[config.mk]
export PLATFORM = sky130hd
export DESIGN_NAME = blink_monitor
export DESIGN_NICKNAME = d
export VERILOG_FILES = /design/src/rtl/blink_monitor.sv
export SDC_FILE = /design/constraint.sdc
export NUM_CORES = 1
export LEC_CHECK = 0
export BUFFER_PORTS_ARGS = -buffer_cell sky130_fd_sc_hd__clkbuf_2
export CELL_PAD_IN_SITES_DETAIL_PLACEMENT = 1
export CELL_PAD_IN_SITES_GLOBAL_PLACEMENT = 1
export CORE_ASPECT_RATIO = 0.7
export CORE_MARGIN = 2
export CORE_UTILIZATION = 45
export DETAILED_ROUTE_END_ITERATION = 10
export GPL_ROUTABILITY_DRIVEN = 0
export GPL_TIMING_DRIVEN = 0
export PLACE_DENSITY_LB_ADDON = 0.3
export SKIP_LAST_GASP = 1
export SLEW_MARGIN = 20
export SYNTH_ARGS = -nofsm -noshare
export SYNTH_HDL_FRONTEND = slang
export SYNTH_SLANG_ARGS = --single-unit
export TNS_END_PERCENT = 5
[constraint.sdc]
create_clock -name clock -period 3.8 [get_ports clock]
set_input_delay 0 -clock clock [delete_from_list [all_inputs] [get_ports clock]]
set_output_delay 0 -clock clock [all_outputs]
set_load 0.03 [all_outputs]
[src/rtl/blink_monitor.sv]
// blink_monitor: receive-side monitor for a blink line.
// Recovers whether the line is blinking, measures the half-period in clock cycles,
// and flags out-of-tolerance half-periods (glitch) and loss of blinking (timeout).
// Optional build macro: BLINK_MON_COUNT_EN adds a 16-bit count of locked edges;
// without it edge_count is tied to zero and the port list is unchanged.
//
// state   | meaning
// --------+---------------------------------------------------------------
// S_IDLE  | no blinking seen; the first edge starts a partial, discarded run
// S_SYNC1 | first full run being measured
// S_SYNC2 | reference run held in r_ref; waiting for a matching run to lock
// S_LOCK  | locked; each run compared with half_period within TOL

module blink_monitor #(
  parameter int CNT_WIDTH = 8,
  parameter int TIMEOUT   = 64,
  parameter int TOL       = 1
) (
  input  logic                 clock,
  input  logic                 reset,
  input  logic                 in,
  output logic                 active,
  output logic [CNT_WIDTH-1:0] half_period,
  output logic                 glitch,
  output logic                 level,
  output logic [15:0]          edge_count
);

  typedef enum logic [1:0] {
    S_IDLE  = 2'd0,
    S_SYNC1 = 2'd1,
    S_SYNC2 = 2'd2,
    S_LOCK  = 2'd3
  } state_t;

  localparam logic [CNT_WIDTH-1:0] LP_CNT_MAX = '1;
  localparam logic [CNT_WIDTH-1:0] LP_ONE     = CNT_WIDTH'(1);
  localparam logic [CNT_WIDTH-1:0] LP_TIMEOUT = CNT_WIDTH'(TIMEOUT);
  localparam logic [CNT_WIDTH:0]   LP_TOL     = (CNT_WIDTH+1)'(TOL);

  state_t               r_state;
  state_t               w_state_nxt;

  logic                 r_in_q;
  logic [CNT_WIDTH-1:0] r_run_cnt;
  logic [CNT_WIDTH-1:0] r_ref;
  logic [CNT_WIDTH-1:0] r_half_period;
  logic                 r_active;
  logic                 r_glitch;

  logic                 w_edge;
  logic                 w_timeout;
  logic [CNT_WIDTH-1:0] w_run_cnt_nxt;
  logic [CNT_WIDTH:0]   w_diff_ref;
  logic [CNT_WIDTH:0]   w_diff_half;
  logic                 w_ref_ok;
  logic                 w_half_ok;

  logic                 w_load_ref;
  logic                 w_load_half;
  logic                 w_active_nxt;
  logic                 w_glitch_nxt;
  logic                 w_accept_lock;

  // Unsigned distance computed one bit wider so it can never wrap.
  function automatic logic [CNT_WIDTH:0] f_absdiff(
    input logic [CNT_WIDTH-1:0] a,
    input logic [CNT_WIDTH-1:0] b
  );
    logic [CNT_WIDTH:0] w_a;
    logic [CNT_WIDTH:0] w_b;
    w_a = {1'b0, a};
    w_b = {1'b0, b};
    return (w_a >= w_b) ? (w_a - w_b) : (w_b - w_a);
  endfunction

  // r_run_cnt still holds the length of the run that the current edge terminates.
  assign w_edge      = (in != r_in_q);
  assign w_timeout   = !w_edge && (r_run_cnt == LP_TIMEOUT);
  assign w_diff_ref  = f_absdiff(r_run_cnt, r_ref);
  assign w_diff_half = f_absdiff(r_run_cnt, r_half_period);
  assign w_ref_ok    = (w_diff_ref <= LP_TOL);
  assign w_half_ok   = (w_diff_half <= LP_TOL);

  // Run counter restarts at 1 on an edge and saturates so long idle periods never wrap.
  always_comb begin
    w_run_cnt_nxt = r_run_cnt;
    if (w_edge) begin
      w_run_cnt_nxt = LP_ONE;
    end else if (r_run_cnt != LP_CNT_MAX) begin
      w_run_cnt_nxt = r_run_cnt + LP_ONE;
    end
  end

  // State register.
  always_ff @(posedge clock) begin
    if (reset) begin
      r_state <= S_IDLE;
    end else begin
      r_state <= w_state_nxt;
    end
  end

  // Next-state and register-update decisions; an edge always wins over a timeout.
  always_comb begin
    w_state_nxt   = r_state;
    w_load_ref    = 1'b0;
    w_load_half   = 1'b0;
    w_active_nxt  = r_active;
    w_glitch_nxt  = 1'b0;
    w_accept_lock = 1'b0;
    case (r_state)
      S_IDLE: begin
        w_active_nxt = 1'b0;
        if (w_edge) begin
          w_state_nxt = S_SYNC1;
        end
      end
      S_SYNC1: begin
        if (w_edge) begin
          w_state_nxt = S_SYNC2;
          w_load_ref  = 1'b1;
        end else if (w_timeout) begin
          w_state_nxt  = S_IDLE;
          w_active_nxt = 1'b0;
        end
      end
      S_SYNC2: begin
        if (w_edge) begin
          if (w_ref_ok) begin
            w_state_nxt   = S_LOCK;
            w_load_half   = 1'b1;
            w_active_nxt  = 1'b1;
            w_accept_lock = 1'b1;
          end else begin
            w_load_ref = 1'b1;
          end
        end else if (w_timeout) begin
          w_state_nxt  = S_IDLE;
          w_active_nxt = 1'b0;
        end
      end
      S_LOCK: begin
        if (w_edge) begin
          if (w_half_ok) begin
            w_load_half   = 1'b1;
            w_accept_lock = 1'b1;
          end else begin
            // The bad run becomes the new reference, so relock needs two more matching runs.
            w_state_nxt  = S_SYNC2;
            w_glitch_nxt = 1'b1;
            w_active_nxt = 1'b0;
            w_load_ref   = 1'b1;
          end
        end else if (w_timeout) begin
          w_state_nxt  = S_IDLE;
          w_active_nxt = 1'b0;
        end
      end
      default: begin
        w_state_nxt  = S_IDLE;
        w_active_nxt = 1'b0;
      end
    endcase
  end

  // Datapath registers; half_period only moves on an accepted run and holds while unlocked.
  always_ff @(posedge clock) begin
    if (reset) begin
      r_in_q        <= 1'b0;
      r_run_cnt     <= '0;
      r_ref         <= '0;
      r_half_period <= '0;
      r_active      <= 1'b0;
      r_glitch      <= 1'b0;
    end else begin
      r_in_q    <= in;
      r_run_cnt <= w_run_cnt_nxt;
      if (w_load_ref) begin
        r_ref <= r_run_cnt;
      end
      if (w_load_half) begin
        r_half_period <= r_run_cnt;
      end
      r_active <= w_active_nxt;
      r_glitch <= w_glitch_nxt;
    end
  end

`ifdef BLINK_MON_COUNT_EN
  logic [15:0] r_edge_count;

  // Count of edges accepted while locked, including the locking edge; wraps naturally.
  always_ff @(posedge clock) begin
    if (reset) begin
      r_edge_count <= 16'h0000;
    end else if (w_accept_lock) begin
      r_edge_count <= r_edge_count + 16'd1;
    end
  end

  assign edge_count = r_edge_count;
`else
  logic w_unused_accept;
  assign w_unused_accept = w_accept_lock;
  assign edge_count      = 16'h0000;
`endif

  assign active      = r_active;
  assign half_period = r_half_period;
  assign glitch      = r_glitch;
  assign level       = r_in_q;

endmodule

==> impl.org, run 1 <==
** Run status
- Outcome :: finished clean

** STA
- Final worst slack :: slightly above 0.3 ns
- Setup violations remaining at the end of the flow were counted as 0.
- Timing would allow up to between 200 and 300 MHz.
- Final hold violations :: 0
- For the final routed database, the setup TNS stands at 0 ns.
- Setup repair after global routing left no endpoint under its margin.
- Final slew viol count :: 0
- Final clock skew :: 0.00284 ns
- Rel. slew slack :: a little under three fifths
- Worst hold slack :: roughly 0.23 ns
- Clock period minus worst slack :: 3.50 ns
- After layout, the worst path uses 92.1% of the clock period.
- At the pin with the least slew margin, the transition time is between 0.6 and 0.7 ns.

** Min path
- HP Class :: in2reg
- Hold Startpoint :: reset

** Setup path
- Cells traversed along the worst timing path :: inv_1, ha_1, buf_2, o21ai_1, a21oi_1, o31ai_1, o311ai_2, a32oi_1, nor2_1, a22oi_1, buf_6, mux2i_1
- STA classifies the critical path startpoint as a flop.
- Worst Path Class, Setup :: reg2reg
- CP peak stage delay :: around 0.55 ns
- Of all nets on the critical path, the largest fanout is 10.
- Tracing the worst setup path back leads to its startpoint at r_run_cnt[2].
- At the worst endpoint, the required time is roughly 4.0 ns.
- Endpoint arrival time on the critical path :: 3.70 ns
- The cell family contributing the most delay on the critical path is compound AO/OA/AOI/OAI gates.
- Capturing element type of the critical path :: flop
- The critical path contains buffers and inverters numbering 3 combined.
- The worst register-to-register path begins at r_run_cnt[2].
- The slowest stage of the critical path is the sky130_fd_sc_hd__dfxtp_1 cell.

** Pwr
- For this design the ratio of total power to cell area is about 260 nW/µm².
- Across the VDD grid, the largest voltage drop is ~0.16 mV.
- In this run the static leakage power is approximately 1.4 nW.

** Final layout
- Final Util :: 52.6%
- Cells with a size suffix above 1 make up approximately an eighth of the layout.
- At the end of the flow, the number of nets in the layout was 446.
- N_diodes :: 0
- Number of fill cells :: around 800
- Synth-to-layout area growth :: 11.0%
- Post-layout instance area :: about 3400 µm²

** Route
- Drt total wl :: 8440 µm
- Mean routed wirelength per cell :: 17.0 µm
- Number of vias in the routed layout :: between 2k and 3k
- Via density :: ~5.4
- DRC violation total after the first TritonRoute iteration :: 100
- After detailed routing, the number of remaining DRC violations is 0.
- Initial DRT Pass Iterations :: 4
- Remaining number of nets flagged by the antenna check after routing :: 0

** Yosys
- Summing every instance area after synthesis gives between 3000 and 4000 µm².
- Post-synthesis average cell area :: between 8 and 9 µm²
- Most common flop cell mapped by yosys :: sky130_fd_sc_hd__dfxtp_1
- Synth Instances :: 369
- Counting distinct cell types in the post-synthesis netlist gives 61.
- The synthesized design contains 0 enable-type register cells.
- Synth warn :: 0
- Adder and majority gate portion of the synthesized area :: 16.7%
- Post-synthesis mux area share :: approximately 6.3%
- Counting flops and latches in the post-synthesis netlist gives 29.
- After synthesis, the largest family of logic cells by area is compound AO/OA/AOI/OAI gates.
- For this run, the register share of the synthesized area comes to between 10% and 20%.
- Of the total synthesized cell area, the portion taken by XOR and XNOR cells is 3.48%.
- Post-synthesis compound-gate area fraction :: roughly 22%
- Counting flops with an async set or reset pin after synthesis yields a share of 0%.
- Simple-gate share of the synthesized area :: about a fifth

** Clocking
- CTS saw 29 sinks.
- The later pin in the worst-skew pair is clocked with a latency of between 0.2 and 0.3 ns.
- Clock edge transition at the registers on the reported setup and hold paths :: about 0.060 ns
- CTS built an H-tree with a depth of 2.
- TritonCTS clock tree :: built
- Clk root buf :: sky130_fd_sc_hd__clkbuf_8
- Maximum number of buffers from clock root to sink :: 2
- Clock tree synthesis inserted a total of 5 buffers.

** GRT
- Global route hottest layer :: met2
- The initial antenna violation count came to 0.
- For this run the aggregate overflow at the end of global routing stands at 0.
- Vias in the first global route :: 2768
- The first global-routing pass estimated 14000 µm of wire.
- Total track usage :: about a quarter
- Met3 Resource Use GR :: under 10%
- Global routing consumed, on the met2 layer, approximately two fifths of the routing resources.
- For met1 alone, demand over resource in global routing was between 30% and 40%.
- Entering global routing, the biggest net connects 11 pins.

** Placement
- Minimum setup slack after placement :: 0.436 ns
- Placed cell area :: between 3000 and 4000 µm²
- HPWL after DPL :: about 6700 µm
- The count of buffers added on input and output ports is 13.

** Floorplanning
- The initialized floorplan defines 24 standard-cell rows.
- Die area :: roughly 7400 µm²
- For this configuration, the core starts out at a cell density of 47.4%.
- From left edge to right edge, the die measures 102 µm.
- In this run the count of I/O pins placed on the die edge is 30.
- Area of the placeable core :: about 6400 µm²
- The floorplan step set the die height to between 70 and 80 µm.

** Run
- Total of max-cap violations :: 0
## final cells by class
| type | count | area (µm²) | area share [%] |
|---|---|---|---|
| Buffer | 30 | 195 | 5.83 |
| Clock buffer | 7 | 86.3 | 2.58 |
| Inverter | 33 | 124 | 3.70 |
| Multi-Input combinational cell | 292 | 2180 | 64.9 |
| Sequential cell | 29 | 581 | 17.3 |
| Tap cell | 91 | 114 | 3.40 |
| Timing Repair Buffer | 14 | 75.1 | 2.24 |
## state kept, by name (all words and copies together) (netlist names)
signal       cells
half_period      8
r_ref            8
r_run_cnt        8
r_state          2
active           1
glitch           1
level            1
## per-stage QoR
| stage | power [mW] | cells |
|---|---|---|
| detailed placement | 0.608 | 488 |
| global route | 0.913 | 496 |
| finish | 0.866 | 496 |
| floorplan | 0.545 | 384 |
| CTS | 0.869 | 496 |
| global placement | 0.597 | 488 |
## timing repair
| item | in CTS | in global routing |
|---|---|---|
| setup buffers | 0 | 0 |
| hold buffers | 1 | 0 |
| endpoints found under the hold margin | 1 | 0 |
| gates resized for setup | 0 | 0 |
## Yosys cell counts (2+ instances only)
library cell               number  share of area [%]
sky130_fd_sc_hd__dfxtp_1       29                 19
sky130_fd_sc_hd__nor3_1         9                1.5
sky130_fd_sc_hd__inv_1         33                4.1
sky130_fd_sc_hd__buf_4         16                4.0
sky130_fd_sc_hd__a31oi_1        3               0.62
sky130_fd_sc_hd__nor4_1         3               0.62
sky130_fd_sc_hd__nand2_1       12                1.5
sky130_fd_sc_hd__o21bai_1       2               0.50
sky130_fd_sc_hd__a221oi_1       2               0.58
sky130_fd_sc_hd__o31a_1         2               0.58
sky130_fd_sc_hd__ha_1          34                 14
sky130_fd_sc_hd__xnor2_1        6                1.7
sky130_fd_sc_hd__o211ai_1       4               0.99
sky130_fd_sc_hd__o21ai_2        2               0.58
sky130_fd_sc_hd__a21boi_0       2               0.50
sky130_fd_sc_hd__mux2i_1       19                6.3
sky130_fd_sc_hd__clkbuf_1       6               0.75
sky130_fd_sc_hd__nand2b_1      30                6.2
sky130_fd_sc_hd__o31ai_1        7                1.7
sky130_fd_sc_hd__nand4_1        6                1.2
sky130_fd_sc_hd__buf_2          6               0.99
sky130_fd_sc_hd__a21oi_1       14                2.3
sky130_fd_sc_hd__and4_1         3               0.87
sky130_fd_sc_hd__o21a_1         5                1.2
sky130_fd_sc_hd__nor2_1        32                4.0
sky130_fd_sc_hd__nor3b_1        3               0.75
sky130_fd_sc_hd__buf_6          2               0.75
sky130_fd_sc_hd__fa_1           4                2.7
sky130_fd_sc_hd__and3_1         3               0.62
sky130_fd_sc_hd__xor2_1         6                1.7
sky130_fd_sc_hd__o21ai_0       11                1.8
sky130_fd_sc_hd__nor2b_1        7                1.5
sky130_fd_sc_hd__a211oi_1       4               0.99
sky130_fd_sc_hd__o21ai_1        3               0.50
sky130_fd_sc_hd__a21o_1         7                1.7
sky130_fd_sc_hd__nand3_1        7                1.2
## worst paths after layout
kind         cells past startpoint              to  slack [ns]
max                             12  half_period[0]        0.30
min                              3           level        0.23
max reg2reg                     12  half_period[0]        0.30
min reg2reg                      2        r_ref[6]        0.50
## cell families after synthesis
family	after synthesis
buf+inv	63
other cells	1
fa+ha+maj	38
compound gates	87
mux	19
simple gates	120
xor+xnor	12
flops	29
## metal layers
| layer | part of all wire [%] | routed length [µm] |
|---|---|---|
| met5 | 0 | 0 |
| met4 | 0.25 | 21 |
| met3 | 4.1 | 348 |
| met2 | 44 | 3700 |
| met1 | 52 | 4370 |
## layout by cell type (no fill, tap or decap), types with 3 or more instances in the layout
master                      n
sky130_fd_sc_hd__clkbuf_8   6
sky130_fd_sc_hd__and3_1     3
sky130_fd_sc_hd__a21o_1     7
sky130_fd_sc_hd__conb_1    16
sky130_fd_sc_hd__dfxtp_1   29
sky130_fd_sc_hd__clkbuf_1   7
sky130_fd_sc_hd__o21a_1     5
sky130_fd_sc_hd__and4_1     3
sky130_fd_sc_hd__fa_1       4
sky130_fd_sc_hd__a21oi_1   14
sky130_fd_sc_hd__nor4_1     3
sky130_fd_sc_hd__inv_1     33
sky130_fd_sc_hd__nand2_1   12
sky130_fd_sc_hd__nor3b_1    3
sky130_fd_sc_hd__nor3_1     9
sky130_fd_sc_hd__xnor2_1    6
sky130_fd_sc_hd__a211oi_1   4
sky130_fd_sc_hd__o31ai_1    7
sky130_fd_sc_hd__o21ai_0   11
sky130_fd_sc_hd__o21ai_1    3
sky130_fd_sc_hd__nor2_1    32
sky130_fd_sc_hd__clkbuf_2  13
sky130_fd_sc_hd__mux2i_1   19
sky130_fd_sc_hd__nand4_1    6
sky130_fd_sc_hd__buf_2      6
sky130_fd_sc_hd__o211ai_1   4
sky130_fd_sc_hd__nor2b_1    7
sky130_fd_sc_hd__a31oi_1    3
sky130_fd_sc_hd__xor2_1     6
sky130_fd_sc_hd__ha_1      34
sky130_fd_sc_hd__buf_4     16
sky130_fd_sc_hd__nand2b_1  30
sky130_fd_sc_hd__nand3_1    7
## worst reg2reg max path: stages, from the launching register on
cell,delay [ns]
sky130_fd_sc_hd__dfxtp_1,0.55
sky130_fd_sc_hd__inv_1,0.17
sky130_fd_sc_hd__ha_1,0.34
sky130_fd_sc_hd__buf_2,0.18
sky130_fd_sc_hd__o21ai_1,0.18
sky130_fd_sc_hd__a21oi_1,0.09
sky130_fd_sc_hd__o31ai_1,0.50
sky130_fd_sc_hd__o311ai_2,0.20
sky130_fd_sc_hd__a32oi_1,0.44
sky130_fd_sc_hd__nor2_1,0.10
sky130_fd_sc_hd__a22oi_1,0.25
sky130_fd_sc_hd__buf_6,0.21
sky130_fd_sc_hd__mux2i_1,0.22
## power by group
group          total, mW  internal [mW]  switching [mW]
combinational      0.281          0.117           0.165
clock              0.260          0.144           0.117
sequential         0.325          0.312          0.0125
total              0.866          0.572           0.294
No activity file was read; power rests on OpenSTA's default activity.
==> run 2, diff against run 1 <==
Settings changed: ABC_AREA set to 1, CORE_UTILIZATION 45 to 42, SKIP_CTS_REPAIR_TIMING set to 1.
==> impl.org, run 2 <==
** Route
- The DRC marker count from the first detailed-route iteration came to 166 (+66%).
- The detailed-route DRC error count was 0 (unchanged).
- The final routed wirelength across all metal layers came to 10600 µm (+25%).
- Remaining number of nets flagged by the antenna check after routing :: 0 (unchanged)
- Mean routed wirelength per cell :: 15.1 µm (-11%)
- Via density :: 5.09 (-6.2%)
- Initial DRT Pass Iterations :: 4 (unchanged)
- The via total after detailed routing was 3560 (+32%).

** Clocking
- Clk root buf :: sky130_fd_sc_hd__clkbuf_16
- Clock edge transition at the registers on the reported setup and hold paths :: 0.05 ns (about the same)
- TritonCTS clock tree :: built
- Total clock sinks :: 29 (unchanged)
- Total clock buffers created by CTS :: 5 (unchanged)
- Htree depth :: 2 (unchanged)
- The latest clock arrival within the worst-skew pair was 0.29 ns (about the same).
- The maximum buffer depth of the clock tree was 2 (unchanged).

** Final layout
- Synth-to-layout area growth :: 12.4%
- The library cell used most frequently in the layout, excluding fill and tap cells, is sky130_fd_sc_hd__nand2_1.
- The share of cells above drive strength 1 was 11.5% (-1.8 points).
- Number of cells in the finished layout apart from fillers :: 699 (+41%)
- The number of fill cells in the layout is 1126 (+40%).
- The number of inserted diodes is 0 (unchanged).
- Number of nets in the layout :: 638 (+43%)
- The library cells used most frequently in the layout, excluding fill and tap cells, are sky130_fd_sc_hd__nand2_1, sky130_fd_sc_hd__inv_1, sky130_fd_sc_hd__nor2_1.
- Final Util :: 48.3% (-4.3 points)

** Yosys
- Synth Instances :: 561 (+52%)
- The sequential fraction of the synthesis area is 17.3% (-1.9 points).
- Leading area contributor after synthesis :: sky130_fd_sc_hd__nand2_1
- The proportion of register bits with asynchronous set or reset after synthesis is 0% (unchanged).
- Commonest cells post-synth :: sky130_fd_sc_hd__nand2_1, sky130_fd_sc_hd__inv_1, sky130_fd_sc_hd__nor2_1
- Summed instance area of the synthesized netlist :: 3350 µm² (+11%)
- Number of enable-type register cells in the synthesized netlist :: 0 (unchanged)
- The register bit total from synthesis was 29 (unchanged).
- The average size of a mapped cell came to 5.98 µm² (-27%).
- Count of distinct cell types in the synthesized netlist :: 36 (-41%)
- Most common flop cell mapped by yosys :: sky130_fd_sc_hd__dfxtp_1
- The number of synthesis warnings came to 0 (unchanged).
- The area share of the largest cell type after synthesis came to 19.4% (+0.14 points).
- Yosys instantiated no cell more often than sky130_fd_sc_hd__nand2_1.
- By area the synthesized netlist is led by sky130_fd_sc_hd__nand2_1, sky130_fd_sc_hd__dfxtp_1, sky130_fd_sc_hd__ha_1.

** GRT
- Pin count of the biggest net entering global routing :: 11 (unchanged)
- Vias in the first global route :: 3596 (+30%)
- The total track usage was 25.3% (+1.0 points).
- The initial antenna violation count was 0 (unchanged).
- Aggregate global routing overflow :: 0 (unchanged)
- The first-pass GRT wire length came to 17800 µm (+27%).

** STA
- The top achievable clock speed came to 323 MHz (+13%).
- The headroom to the max-slew limit is 37.5% (-18 points).
- The number of hold violations in the final report was 0 (unchanged).
- Actual transition at the worst max-transition pin :: 0.934 ns (+0.269 ns)
- The total setup violations reported at the end of the flow is 0 (unchanged).
- Setup repair after global routing left no endpoint under its margin.
- The final worst slack came to 0.705 ns (+0.403 ns).
- Clock period minus worst slack :: 3.09 ns (-0.404 ns)
- Final slew viol count :: 0 (unchanged)
- The final worst clock skew was 0.00426 ns (+0.00142 ns).
- The final sum of negative setup slack is 0 ns (unchanged).
- Final cycle utilization of the critical path :: 81.4% (-11 points)

** Floorplanning
- The area of the die came to 8730 µm² (+18%).
- The number of top-level pins came to 30 (unchanged).
- The y dimension of the die came to 78.8 µm (+8.6%).
- Row count :: 27 (+13%)
- The floorplan die width was 111 µm (+8.7%).
- The starting density of the core came to 43.0% (-4.5 points).
- The core box area was 7800 µm² (+23%).

** Placement
- Buffers added on ports :: 13 (unchanged)
- Placed Instances :: 690 (+41%)
- Minimum setup slack after placement :: 0.770 ns (+0.334 ns)
- The detailed-placement wirelength estimate came to 8570 µm (+28%).

** Setup path
- Crit-path max FO :: 9 (-1)
- Endpoint arrival time on the critical path :: 3.32 ns (-0.38 ns)
- Capturing element type of the critical path :: flop
- Startpoint kind of the worst setup timing path :: flop
- Critical path data required time :: 4.03 ns (+0.03 ns)
- Worst Path Class, Setup :: reg2reg

** Pwr
- Standby leakage power :: 2.15 nW (+54%)
- Final total power :: 1.62 mW (+87%)
- The worst ir drop on vdd is 0.234 mV (+44%).
- The total power divided by cell area is 431 nW/µm² (+67%).

** Run
- Total of max-cap violations :: 0 (unchanged)

** Min path
- The path class of the tightest hold or removal check is in2reg.

** Run status
- Outcome :: finished clean
==> run 2: logic make-up after synthesis <==
group,Yosys count,share of synthesized area [%]
compound gates,38,6.46
other cells,1,0.112
buf+inv,125,16.4
simple gates,326,43.6
xor+xnor,4,1.04
fa+ha+maj,38,15.1
flops,29,17.3
==> run 2: layer usage <==
layer	GRT usage [%]	part of all wire (%)	vias up
met5	0	0	-
met4	6.50	1.3	0
met3	4.35	6.8	14
met2	39.3	42	105
met1	36.5	50	1658
li1	-	-	1783
==> run 2: final cells by class <==
| cell class | count | area [µm²] | share of cell area [%] |
|---|---|---|---|
| Multi-Input combinational cell | 422 | 2280 | 60.5 |
| Buffer | 23 | 168 | 4.45 |
| Sequential cell | 29 | 581 | 15.4 |
| Inverter | 102 | 383 | 10.2 |
| Clock inverter | 1 | 5.00 | 0.133 |
| Clock buffer | 7 | 153 | 4.05 |
| Timing Repair Buffer | 14 | 75.1 | 1.99 |
| Tap cell | 101 | 126 | 3.35 |
==> run 2: final timing paths <==
kind / start / endpoint / slack [ns] / cells after the start
setup / recovery: r_run_cnt[1] / half_period[6] / 0.71 / 15
hold reg to reg: r_run_cnt[6] / r_run_cnt[6] / 0.54 / 2
hold / removal: reset / r_state[0] / 0.03 / 2
setup reg to reg: r_run_cnt[1] / half_period[6] / 0.71 / 15
==> run 2: critical path, cell delays in order (launching register included) <==
cell	delay [ns]
sky130_fd_sc_hd__dfxtp_1	0.51
sky130_fd_sc_hd__inv_1	0.26
sky130_fd_sc_hd__ha_1	0.39
sky130_fd_sc_hd__nand2_1	0.14
sky130_fd_sc_hd__nor2_1	0.07
sky130_fd_sc_hd__o21ai_0	0.38
sky130_fd_sc_hd__nand3_1	0.12
sky130_fd_sc_hd__nand2_1	0.11
sky130_fd_sc_hd__nand2_1	0.06
sky130_fd_sc_hd__nand2_2	0.09
sky130_fd_sc_hd__nand3_4	0.09
sky130_fd_sc_hd__o21ai_4	0.31
sky130_fd_sc_hd__nand3_4	0.20
sky130_fd_sc_hd__nand2_1	0.12
sky130_fd_sc_hd__inv_1	0.06
sky130_fd_sc_hd__nor2_2	0.09
==> run 2: where the power goes <==
part	switching, mW	internal [mW]
registers	0.0223	0.328
logic	0.571	0.268
clock network	0.157	0.277
==> run 2: per-stage QoR <==
| stage | cell area [µm²] | hold WS [ns] |
|---|---|---|
| 3_3_place_gp | 3600 | 0.216 |
| 5_1_grt | 3770 | 0.0312 |
| 6_report | 3770 | 0.0272 |
| 3_5_place_dp | 3600 | 0.228 |
| 4_1_cts | 3760 | -0.0748 |
| 2_1_floorplan | 3410 | 0.0691 |
==> run 3, diff against run 2 <==
Clock period 3.8 ns to 2.9 ns, I/O delays scaled along.
==> impl.org, run 3 (synthesis results as in run 2) <==
** Run status
- The flow ran to the end, and the final reports show no timing, DRC or antenna violations.

** Route
- The post-route antenna net violation count came to 0 (unchanged).
- Via density :: 5.11 (+0.41%)
- The post-detailed-route wirelength per cell was 15.7 µm (+3.8%).
- The length of the first detailed-routing pass in iterations was 4 (unchanged).
- Post-detailed-route DRC marker count :: 0 (unchanged)
- The DRC marker count from the first detailed-route iteration is 230 (+39%).
- The final routed wirelength across all metal layers came to 11000 µm (+4.4%).
- Number of vias in the routed layout :: 3595 (+0.98%)

** Final layout
- The number of fill cells in the layout came to 1100 (-2.3%).
- The area growth from synthesis to layout is 16.3%.
- In the layout the commonest cells are sky130_fd_sc_hd__nand2_1, sky130_fd_sc_hd__inv_1, sky130_fd_sc_hd__nor2_1.
- The number of nets at the end of the flow was 642 (+0.63%).
- The library cell used most frequently in the layout, excluding fill and tap cells, is sky130_fd_sc_hd__nand2_1.
- The final non-filler cell area was 3900 µm² (+3.5%).
- The number of inserted diodes came to 0 (unchanged).
- The share of cells above drive strength 1 was 15.4% (+3.9 points).

** Pwr
- The worst ir drop on vdd is 0.304 mV (+30%).
- Net Sw Frac :: 46.7% (+0.45 points)
- Internal Pwr Total :: 1.18 mW (+36%)
- Standby leakage power :: 2.18 nW (+1.5%)
- The part of the power in registers was 20.8% (-0.8 points).
- The net switching power came to 1.04 mW (+38%).
- Comb pwr share :: 53.5% (+1.8 points)
- Relative contribution of the clock network to total power :: 25.7% (-1.0 points)
- P per Cell Area :: 570 nW/µm² (+32%)
- Final total power :: 2.22 mW (+37%)

** STA
- Final sum of negative setup slack :: 0 ns (unchanged)
- The number of hold violations in the final report is 0 (unchanged).
- The final worst clock skew was 0.00306 ns (-0.00119 ns).
- Achievable clock frequency :: 360 MHz (+11%)
- The measured slew at the worst slew-check pin was 0.906 ns (-0.0271 ns).
- Final cycle utilization of the critical path :: 95.8% (+14 points)
- Rel. slew slack :: 39.3% (+1.8 points)
- Final slew viol count :: 0 (unchanged)
- The clock period minus worst slack was 2.78 ns (-0.317 ns).
- Final worst slack :: 0.122 ns (-0.583 ns)
- The total setup violations reported at the end of the flow is 0 (unchanged).

** Setup path
- STA classifies the critical path endpoint as a flop.
- The endpoint arrival time on the critical path is 2.96 ns (-0.36 ns).
- The worst setup path is of the reg2reg kind.
- Startpoint of the worst register-to-register path :: half_period[2]
- Critical path data required time :: 3.08 ns (-0.95 ns)
- The largest fanout on the critical path is 9 (unchanged).
- The critical path starts at half_period[2].
- STA classifies the critical path startpoint as a flop.

** Clocking
- Clock edge transition at the registers on the reported setup and hold paths :: 0.05 ns (about the same)
- The number of buffers created by CTS is 5 (unchanged).
- Maximum number of buffers from clock root to sink :: 2 (unchanged)
- Worst skew pair latency :: 0.29 ns (about the same)
- The number of sinks driven by the clock tree was 29 (unchanged).
- The count of H-tree levels built during CTS was 2 (unchanged).
- The tree is rooted in a sky130_fd_sc_hd__clkbuf_16.
- TritonCTS clock tree :: built

** GRT
- The total overflow reported by the global router was 0 (unchanged).
- The first-pass GRT wire length was 17800 µm (unchanged).
- Vias in the first global route :: 3596 (unchanged)
- Global Route met2 Usage :: 39.3% (unchanged)
- The pin count of the biggest net entering global routing was 11 (unchanged).
- Initial antenna violation count :: 0 (unchanged)
- The global-route track usage on met3 is 4.35% (unchanged).
- In this run the most used layer during global routing was met2.
- Total track usage :: 25.3% (unchanged)
- Met1 layer usage reported by global route :: 36.5% (unchanged)

** Floorplanning
- Chip width :: 111 µm (unchanged)
- DIE HEIGHT :: 78.8 µm (unchanged)
- The standard-cell row count was 27 (unchanged).
- The area of the die was 8730 µm² (unchanged).
- Top Ports :: 30 (unchanged)
- The starting density of the core is 43.0% (unchanged).
- Area of the placeable core :: 7800 µm² (unchanged)

** Min path
- The worst hold path begins at reset.
- The tightest min-delay check is of the in2reg type.

** Placement
- The instance area at placement is 3600 µm² (unchanged).
- The detailed-placement wirelength estimate came to 8570 µm (unchanged).
- Minimum setup slack after placement :: -0.130 ns (-0.900 ns)
- The number of port buffers was 13 (unchanged).

** Run
- Total of max-cap violations :: 0 (unchanged)
run 3: cell types whose count changed in the layout (fill, tap and decap cells not counted), moves of 2 or more:
cell	change
sky130_fd_sc_hd__buf_4	+2
sky130_fd_sc_hd__dfxtp_1	-5
sky130_fd_sc_hd__dfxtp_2	+4
sky130_fd_sc_hd__ha_1	-4
sky130_fd_sc_hd__ha_2	+4
sky130_fd_sc_hd__inv_1	-4
sky130_fd_sc_hd__inv_2	+2
sky130_fd_sc_hd__nand2_1	-2
sky130_fd_sc_hd__nor2_1	-2
run 3: final cells by class:
type / count / area [µm²] / share of cell area [%]
buffer: 23 / 171 / 4.40
clock buffer: 7 / 153 / 3.92
clock inverter: 1 / 5.00 / 0.128
inverter: 102 / 389 / 9.98
multi-input combinational: 422 / 2350 / 60.2
sequential: 29 / 589 / 15.1
tap: 101 / 126 / 3.24
timing repair buffer: 18 / 118 / 3.02
run 3: final timing paths:
| check | endpoint | slack [ns] | cells after the start |
|---|---|---|---|
| setup / recovery | half_period[6] | 0.12 | 18 |
| hold / removal | level | 0.02 | 2 |
| setup reg to reg | half_period[6] | 0.12 | 18 |
| hold reg to reg | r_run_cnt[6] | 0.52 | 2 |
run 3: critical path, cell delays in order (launching register included):
cell and delay, ns:
sky130_fd_sc_hd__dfxtp_1 0.38, sky130_fd_sc_hd__inv_1 0.09, sky130_fd_sc_hd__ha_1 0.29, sky130_fd_sc_hd__buf_2 0.17, sky130_fd_sc_hd__nand2_1 0.08, sky130_fd_sc_hd__nand2_1 0.08, sky130_fd_sc_hd__nand2_1 0.12, sky130_fd_sc_hd__nand3_2 0.13
sky130_fd_sc_hd__nand2_1 0.13, sky130_fd_sc_hd__nand2_1 0.15, sky130_fd_sc_hd__nand2_1 0.09, sky130_fd_sc_hd__nand2_1 0.08, sky130_fd_sc_hd__nor2_2 0.21, sky130_fd_sc_hd__nand2_4 0.11, sky130_fd_sc_hd__nand2_4 0.10, sky130_fd_sc_hd__buf_12 0.13
sky130_fd_sc_hd__nand4_1 0.10, sky130_fd_sc_hd__nand2_1 0.14, sky130_fd_sc_hd__nor2_2 0.04
run 3: metal layers:
| metal | vias to the layer above | part of all wire, % |
|---|---|---|
| li1 | 1787 | - |
| met1 | 1713 | 49 |
| met2 | 81 | 44 |
| met3 | 14 | 5.4 |
| met4 | 0 | 1.4 |
| met5 | - | 0 |
run 3: metrics by stage:
step | utilization (%) | hold WS (ns) | instances
detailed placement | 46.1 | 0.228 | 690
floorplan | - | 0.0691 | 576
global route | 50.0 | 0.0374 | 703
finish | 50.0 | 0.0230 | 703
global placement | 46.1 | 0.216 | 690
CTS | 48.2 | -0.0748 | 698
run 3: power groups by stage:
stage | Clock (mW) | Combinational [mW] | Sequential, mW
after floorplan | 0 | 0.832 | 0.467
after global placement | 0 | 1.03 | 0.463
after detailed placement | 0 | 1.08 | 0.467
after CTS | 0.582 | 1.09 | 0.458
after global routing | 0.597 | 1.33 | 0.465
final | 0.571 | 1.19 | 0.461
